## src/rtl/morse_pkg.sv

```systemverilog
// Shared state type and Morse timing constants for the keyer and its unit timer.
`timescale 1ns/1ps
package morse_pkg;

    typedef enum logic [1:0] {
        IDLE,
        MARK,
        SPACE,
        GAP
    } state_t;

    localparam logic DOT            = 1'b1;
    localparam logic DASH           = 1'b0;
    localparam int   ELEMENTS       = 5;
    localparam int   DASH_UNITS     = 3;
    localparam int   ELEM_GAP_UNITS = 1;

    // Length of one keyed element in Morse units.
    function automatic int mark_units(input logic element);
        return (element == DASH) ? DASH_UNITS : 1;
    endfunction

endpackage

```

## src/rtl/morse_unit_timer.sv

```systemverilog
// Loadable down-counter that paces every keyer state; expired while the count sits at zero.
`timescale 1ns/1ps
module morse_unit_timer #(
    parameter int WIDTH = 6
) (
    input  logic             clk,
    input  logic             reset_n,
    input  logic             load,
    input  logic [WIDTH-1:0] value,
    output logic             expired
);

    logic [WIDTH-1:0] count;

    // Holds at zero instead of wrapping so an idle keyer never sees a stale duration.
    always_ff @(posedge clk or negedge reset_n) begin
        if (!reset_n) begin
            count <= '0;
        end else if (load) begin
            count <= value;
        end else if (count != '0) begin
            count <= count - 1'b1;
        end
    end

    assign expired = (count == '0);

endmodule

```

## src/rtl/morse_keyer.sv

```systemverilog
// Serial Morse keyer for one 5-element code word with standard unit timing.
// Optional sidetone output enabled by defining MORSE_KEYER_SIDETONE_EN.
`timescale 1ns/1ps
module morse_keyer
    import morse_pkg::*;
#(
    parameter int UNIT_CYCLES      = 4,
    parameter int CHAR_GAP_UNITS   = 3,
    parameter int TONE_HALF_CYCLES = 2
) (
    input  logic       clk,
    input  logic       reset_n,
    input  logic [4:0] code_in,
    input  logic       valid,
    output logic       ready,
    output logic       key_out,
    output logic       busy,
    output logic       done,
    output logic       tone_out
);

    localparam int TIMER_W = $clog2(DASH_UNITS * UNIT_CYCLES * CHAR_GAP_UNITS + 1);
    localparam logic [TIMER_W-1:0] SPACE_LOAD = TIMER_W'(ELEM_GAP_UNITS * UNIT_CYCLES - 1);
    localparam logic [TIMER_W-1:0] GAP_LOAD   = TIMER_W'(CHAR_GAP_UNITS * UNIT_CYCLES - 1);

    state_t             state;
    logic [4:0]         code;
    logic [2:0]         elem_idx;
    logic               timer_load;
    logic [TIMER_W-1:0] timer_value;
    logic               timer_expired;

    function automatic logic [TIMER_W-1:0] mark_load(input logic element);
        return TIMER_W'(mark_units(element) * UNIT_CYCLES - 1);
    endfunction

    // The timer is reloaded on the same edge that the FSM enters its next timed state.
    always_comb begin
        timer_load  = 1'b0;
        timer_value = '0;
        case (state)
            IDLE: begin
                timer_load  = valid;
                timer_value = mark_load(code_in[ELEMENTS-1]);
            end
            MARK: begin
                timer_load  = timer_expired;
                timer_value = (elem_idx != 3'd0) ? SPACE_LOAD : GAP_LOAD;
            end
            SPACE: begin
                timer_load  = timer_expired;
                timer_value = mark_load(code[elem_idx - 3'd1]);
            end
            default: begin
                timer_load  = 1'b0;
                timer_value = '0;
            end
        endcase
    end

    morse_unit_timer #(
        .WIDTH (TIMER_W)
    ) u_timer (
        .clk     (clk),
        .reset_n (reset_n),
        .load    (timer_load),
        .value   (timer_value),
        .expired (timer_expired)
    );

    always_ff @(posedge clk or negedge reset_n) begin
        if (!reset_n) begin
            state    <= IDLE;
            ready    <= 1'b1;
            key_out  <= 1'b0;
            busy     <= 1'b0;
            done     <= 1'b0;
            code     <= '0;
            elem_idx <= '0;
        end else begin
            done <= 1'b0;
            case (state)
                IDLE: begin
                    if (valid) begin
                        code     <= code_in;
                        elem_idx <= 3'(ELEMENTS - 1);
                        state    <= MARK;
                        key_out  <= 1'b1;
                        ready    <= 1'b0;
                        busy     <= 1'b1;
                    end
                end
                MARK: begin
                    if (timer_expired) begin
                        key_out <= 1'b0;
                        state   <= (elem_idx != 3'd0) ? SPACE : GAP;
                    end
                end
                SPACE: begin
                    if (timer_expired) begin
                        elem_idx <= elem_idx - 3'd1;
                        key_out  <= 1'b1;
                        state    <= MARK;
                    end
                end
                GAP: begin
                    if (timer_expired) begin
                        state <= IDLE;
                        ready <= 1'b1;
                        busy  <= 1'b0;
                        done  <= 1'b1;
                    end
                end
                default: begin
                    state <= IDLE;
                end
            endcase
        end
    end

`ifdef MORSE_KEYER_SIDETONE_EN
    localparam int TONE_W = $clog2(TONE_HALF_CYCLES + 1);

    logic [TONE_W-1:0] tone_count;
    logic              tone;
    logic              mark_entry;

    assign mark_entry = timer_load && ((state == IDLE) || (state == SPACE));

    // Every mark starts its tone low; the last mark cycle clears it for the following silence.
    always_ff @(posedge clk or negedge reset_n) begin
        if (!reset_n) begin
            tone       <= 1'b0;
            tone_count <= '0;
        end else if (mark_entry) begin
            tone       <= 1'b0;
            tone_count <= TONE_W'(TONE_HALF_CYCLES - 1);
        end else if ((state == MARK) && !timer_expired) begin
            if (tone_count == '0) begin
                tone       <= ~tone;
                tone_count <= TONE_W'(TONE_HALF_CYCLES - 1);
            end else begin
                tone_count <= tone_count - 1'b1;
            end
        end else begin
            tone       <= 1'b0;
            tone_count <= '0;
        end
    end

    assign tone_out = tone;
`else
    assign tone_out = 1'b0;
`endif

endmodule

```

## config.mk

```make
export PLATFORM = sky130hd
export DESIGN_NAME = morse_keyer
export DESIGN_NICKNAME = d
export VERILOG_FILES = /design/src/rtl/morse_pkg.sv /design/src/rtl/morse_unit_timer.sv /design/src/rtl/morse_keyer.sv
export SDC_FILE = /design/constraint.sdc
export NUM_CORES = 1
export LEC_CHECK = 0
export ABC_CLOCK_PERIOD_IN_PS = 2250
export BUFFER_PORTS_ARGS = -buffer_cell sky130_fd_sc_hd__buf_2
export CAP_MARGIN = 20
export CELL_PAD_IN_SITES_DETAIL_PLACEMENT = 0
export CELL_PAD_IN_SITES_GLOBAL_PLACEMENT = 1
export CORE_MARGIN = 2
export CORE_UTILIZATION = 44
export CTS_CLUSTER_SIZE = 30
export DETAILED_ROUTE_END_ITERATION = 7
export PLACE_DENSITY_LB_ADDON = 0.1
export SYNTH_ARGS = -nofsm -noshare
export SYNTH_HDL_FRONTEND = slang
export SYNTH_HIERARCHICAL = 1
export SYNTH_SLANG_ARGS = --single-unit
```

## constraint.sdc

```tcl
create_clock -name clk -period 2.25 [get_ports clk]
set_input_delay 0.45 -clock clk [delete_from_list [all_inputs] [get_ports clk]]
set_output_delay 0.45 -clock clk [all_outputs]
set_load 0.1 [all_outputs]
```

==> parameters.txt <==
Parameter                              Value

Run status
  Run status    finished, final reports clean

Logic synthesis
  Count of mapped cells out of synthesis    113
  Share of flip-flops with an asynchronous set or reset after synthesis    100%
  Post-synth EDFFs    0
  Top cells by instance count after synthesis    sky130_fd_sc_hd__dfrtp_1, sky130_fd_sc_hd__inv_1, sky130_fd_sc_hd__nand2_1
  Flip-flop and latch count after synthesis    20
  Cell types occupying the most area after synthesis    sky130_fd_sc_hd__dfrtp_1, sky130_fd_sc_hd__ha_1, sky130_fd_sc_hd__mux2_2, sky130_fd_sc_hd__inv_1, sky130_fd_sc_hd__nand2_1
  Part of the Yosys area used for sequential elements    42.5%
  Share of the synthesized area in the top cell type    between 40% and 50%
  Synthesized area per cell    roughly 10 um^2
  Synthesized cell area    ~1200 um^2
  Number of warning messages in the yosys log    6
  Most common cell in the synthesized netlist    sky130_fd_sc_hd__dfrtp_1
  Synth Flop Type    sky130_fd_sc_hd__dfrtp_1
  Most area-hungry cell type in the Yosys netlist    sky130_fd_sc_hd__dfrtp_1
  Count of different cell masters after synthesis    38

Clocking
  Buffer count from post-CTS setup fixing    0
  Maximum buffer depth of the clock tree    2
  Root Driver    sky130_fd_sc_hd__clkbuf_4
  TritonCTS Sinks    20
  Number of H-tree levels    1
  CTS tree    yes
  Clk slew on worst S/H paths    about 120 ps
  Quantity of hold-fixing buffers added after cts    0
  Post_cts resized    0
  Insertion delay of the later-clocked pin in the worst-skew pair    a little over 300 ps
  Cts bufs inserted    3

Detailed routing
  Total iterations of the first detailed-routing run    4
  Total number of vias    818
  Drc violations    0
  Post-detailed-route via-to-cell ratio    5.14
  Wire length per cell after detailed routing    13.8 um
  Detailed router's first-iteration violation count    14
  Total wire length after detailed routing    approximately 2200 um
  Count of antenna-violating nets left after detailed routing    0

Layout
  Count of fill cells added during filler insertion    223
  Area growth from synthesis to layout    12.0%
  Total area of multi-input combinational cells    between 600 and 700 um^2
  Fraction of final layout cells sized beyond drive strength 1    a little over a quarter
  Final layout net count    148
  Storage element area    between 500 and 600 um^2
  Diodes inserted    0

Timing
  Period utilization    about nine tenths
  Final max-slew violation count    0
  Unrepaired setup endpoints after global routing    false
  Total count of hold-check failures in the final report    0
  Post-route clock skew    4.42 ps
  Final setup TNS    0 ps
  Max Fclk    around 0.50 GHz
  Setup-violating endpoint count in the final report    0
  Period minus WS final    ~2000 ps
  Worst Hold Margin    a little over 70 ps

Floorplanning
  Horizontal extent of the die    roughly 56 um
  Number of standard-cell rows in the floorplan    18
  Area enclosed by the die boundary    ~3100 um^2
  Initial core utilization    between 40 and 50%
  Std-Cell Core Area    2500 um^2
  Die height    roughly 56 um
  Number of ports placed on the die boundary    13

Place
  Placed wire-length estimate    1660 um
  Routability congestion estimate from global placement    between 0.7 and 0.8
  Port Buffer Count    11

Setup path
  Crit path cell chain    nor4_2 -> and2_4 -> nand2_1 -> a21oi_1 -> buf_4 -> nand2b_1 -> a21oi_1 -> a221oi_2
  Buffering stage count on the worst path with inverters included    1
  Biggest fanout along the worst timing path    14
  Maximum single-stage delay on the critical path    440 ps
  Critical path type    register to register
  Kind of end point of the critical path    register
  Max stage delay cell, worst path    sky130_fd_sc_hd__dfrtp_1
  CP most frequent cell    sky130_fd_sc_hd__a21oi_1
  Startpoint class of the critical path    register
  Data arrival at the endpoint of the critical path    between 2000 and 2500 ps
  Register-to-Register Setup Slack    approximately 260 ps
  Required time of the critical path    between 2000 and 2500 ps
  Family with the most delay on the worst path    simple AND/OR/NAND/NOR gates

Global routing
  Tot GR Track Use    between 10% and 20%
  Number of global-route vias before repair    804
  First-pass GRT wire length    roughly 3700 um
  Initial antenna violation count    0
  Pin count of the biggest net entering global routing    21
  GRT Residual Overflow    0

Power
  Total power per unit cell area    about 1500 nW/um^2
  Maximum ir drop on the vdd rail    between 800 and 900 uV
  Pleak    0.631 nW

Worst hold path
  Type of the most critical hold path    input pin to async pin

Run
  Max-capacitance violation count    0
-- cells in the final DEF (no fill, tap or decap), types with 4 or more instances in the layout --
cell	n
sky130_fd_sc_hd__nand2_1	11
sky130_fd_sc_hd__mux2_2	5
sky130_fd_sc_hd__conb_1	4
sky130_fd_sc_hd__ha_1	10
sky130_fd_sc_hd__inv_1	12
sky130_fd_sc_hd__buf_2	11
sky130_fd_sc_hd__dfrtp_1	19
sky130_fd_sc_hd__o21ai_0	4
sky130_fd_sc_hd__nor2_1	6
sky130_fd_sc_hd__a21oi_1	8
-- per-layer routing --
metal / global-route usage (%) / vias up / share of wire (%)
li1: - / 421 / -
met1: 20.6 / 386 / 49
met2: 23.8 / 9 / 47
met3: 4.19 / 2 / 3.2
met4: 2.09 / 0 / 0.64
met5: 0 / - / 0
-- final timing paths --
check                      depth (start not counted)                           end                         start
setup / recovery                                   8  u_timer/count[1]$_DFFE_PN0P_  u_timer/count[4]$_DFFE_PN0P_
hold / removal                                     1           code[3]$_DFFE_PN0N_                       reset_n
setup reg to reg                                   8  u_timer/count[1]$_DFFE_PN0P_  u_timer/count[4]$_DFFE_PN0P_
hold reg to reg                                    1       elem_idx[2]$_DFFE_PN0P_       elem_idx[2]$_DFFE_PN0P_
max in group asynchronous                          1             ready$_DFFE_PN1P_                       reset_n
min in group clk                                   2           code[3]$_DFFE_PN0N_                    code_in[3]
-- registers in the layout, summed over array words and instances (netlist names) --
signal and count:
u_timer/count 6, ready 1, key_out 1, busy 1, elem_idx 3, code 5, state 2, done 1
-- logic make-up (layout without fill, tap and decap cells) --
group	Yosys count	count (layout)	synth area share [%]
flops	20	20	42.5
other cells	1	4	0.318
xor+xnor	3	3	2.23
compound gates	29	29	18.3
buf+inv	16	29	6.04
simple gates	25	25	11.3
mux	9	9	8.59
fa+ha+maj	10	10	10.6
-- worst register-to-register path, delay by kind of cell, from the launching register on --
family                 cells  cell delay, ps
AND/OR/NAND/NOR            4             900
AO/OA/AOI/OAI              3             370
buffers and inverters      1             200
flip-flops                 1             440
-- where the power goes --
part	total, mW	switching (mW)	internal (mW)
Combinational	1.05	0.621	0.434
Sequential	0.659	0.138	0.522
Clock	0.299	0.118	0.180
Total	2.01	0.877	1.14
-- layout make-up --
cell class,instances,area share [%]
multi-input combinational,80,46.8
tap,30,2.84
clock buffer,3,1.70
timing repair buffer,12,4.73
inverter,13,3.69
sequential,20,38.0
clock inverter,1,2.27
-- stage by stage --
stage	cell area, um^2	total power, mW	cells	utilization [%]	setup slack [ps]
2_1_floorplan	1190	1.51	116	-	290
3_3_place_gp	1270	1.72	155	50.8	387
3_5_place_dp	1270	1.73	155	50.8	281
4_1_cts	1320	2.03	159	52.9	263
5_1_grt	1320	2.17	159	52.9	136
6_report	1320	2.01	159	52.9	257
(Power assumes the default switching activity.)
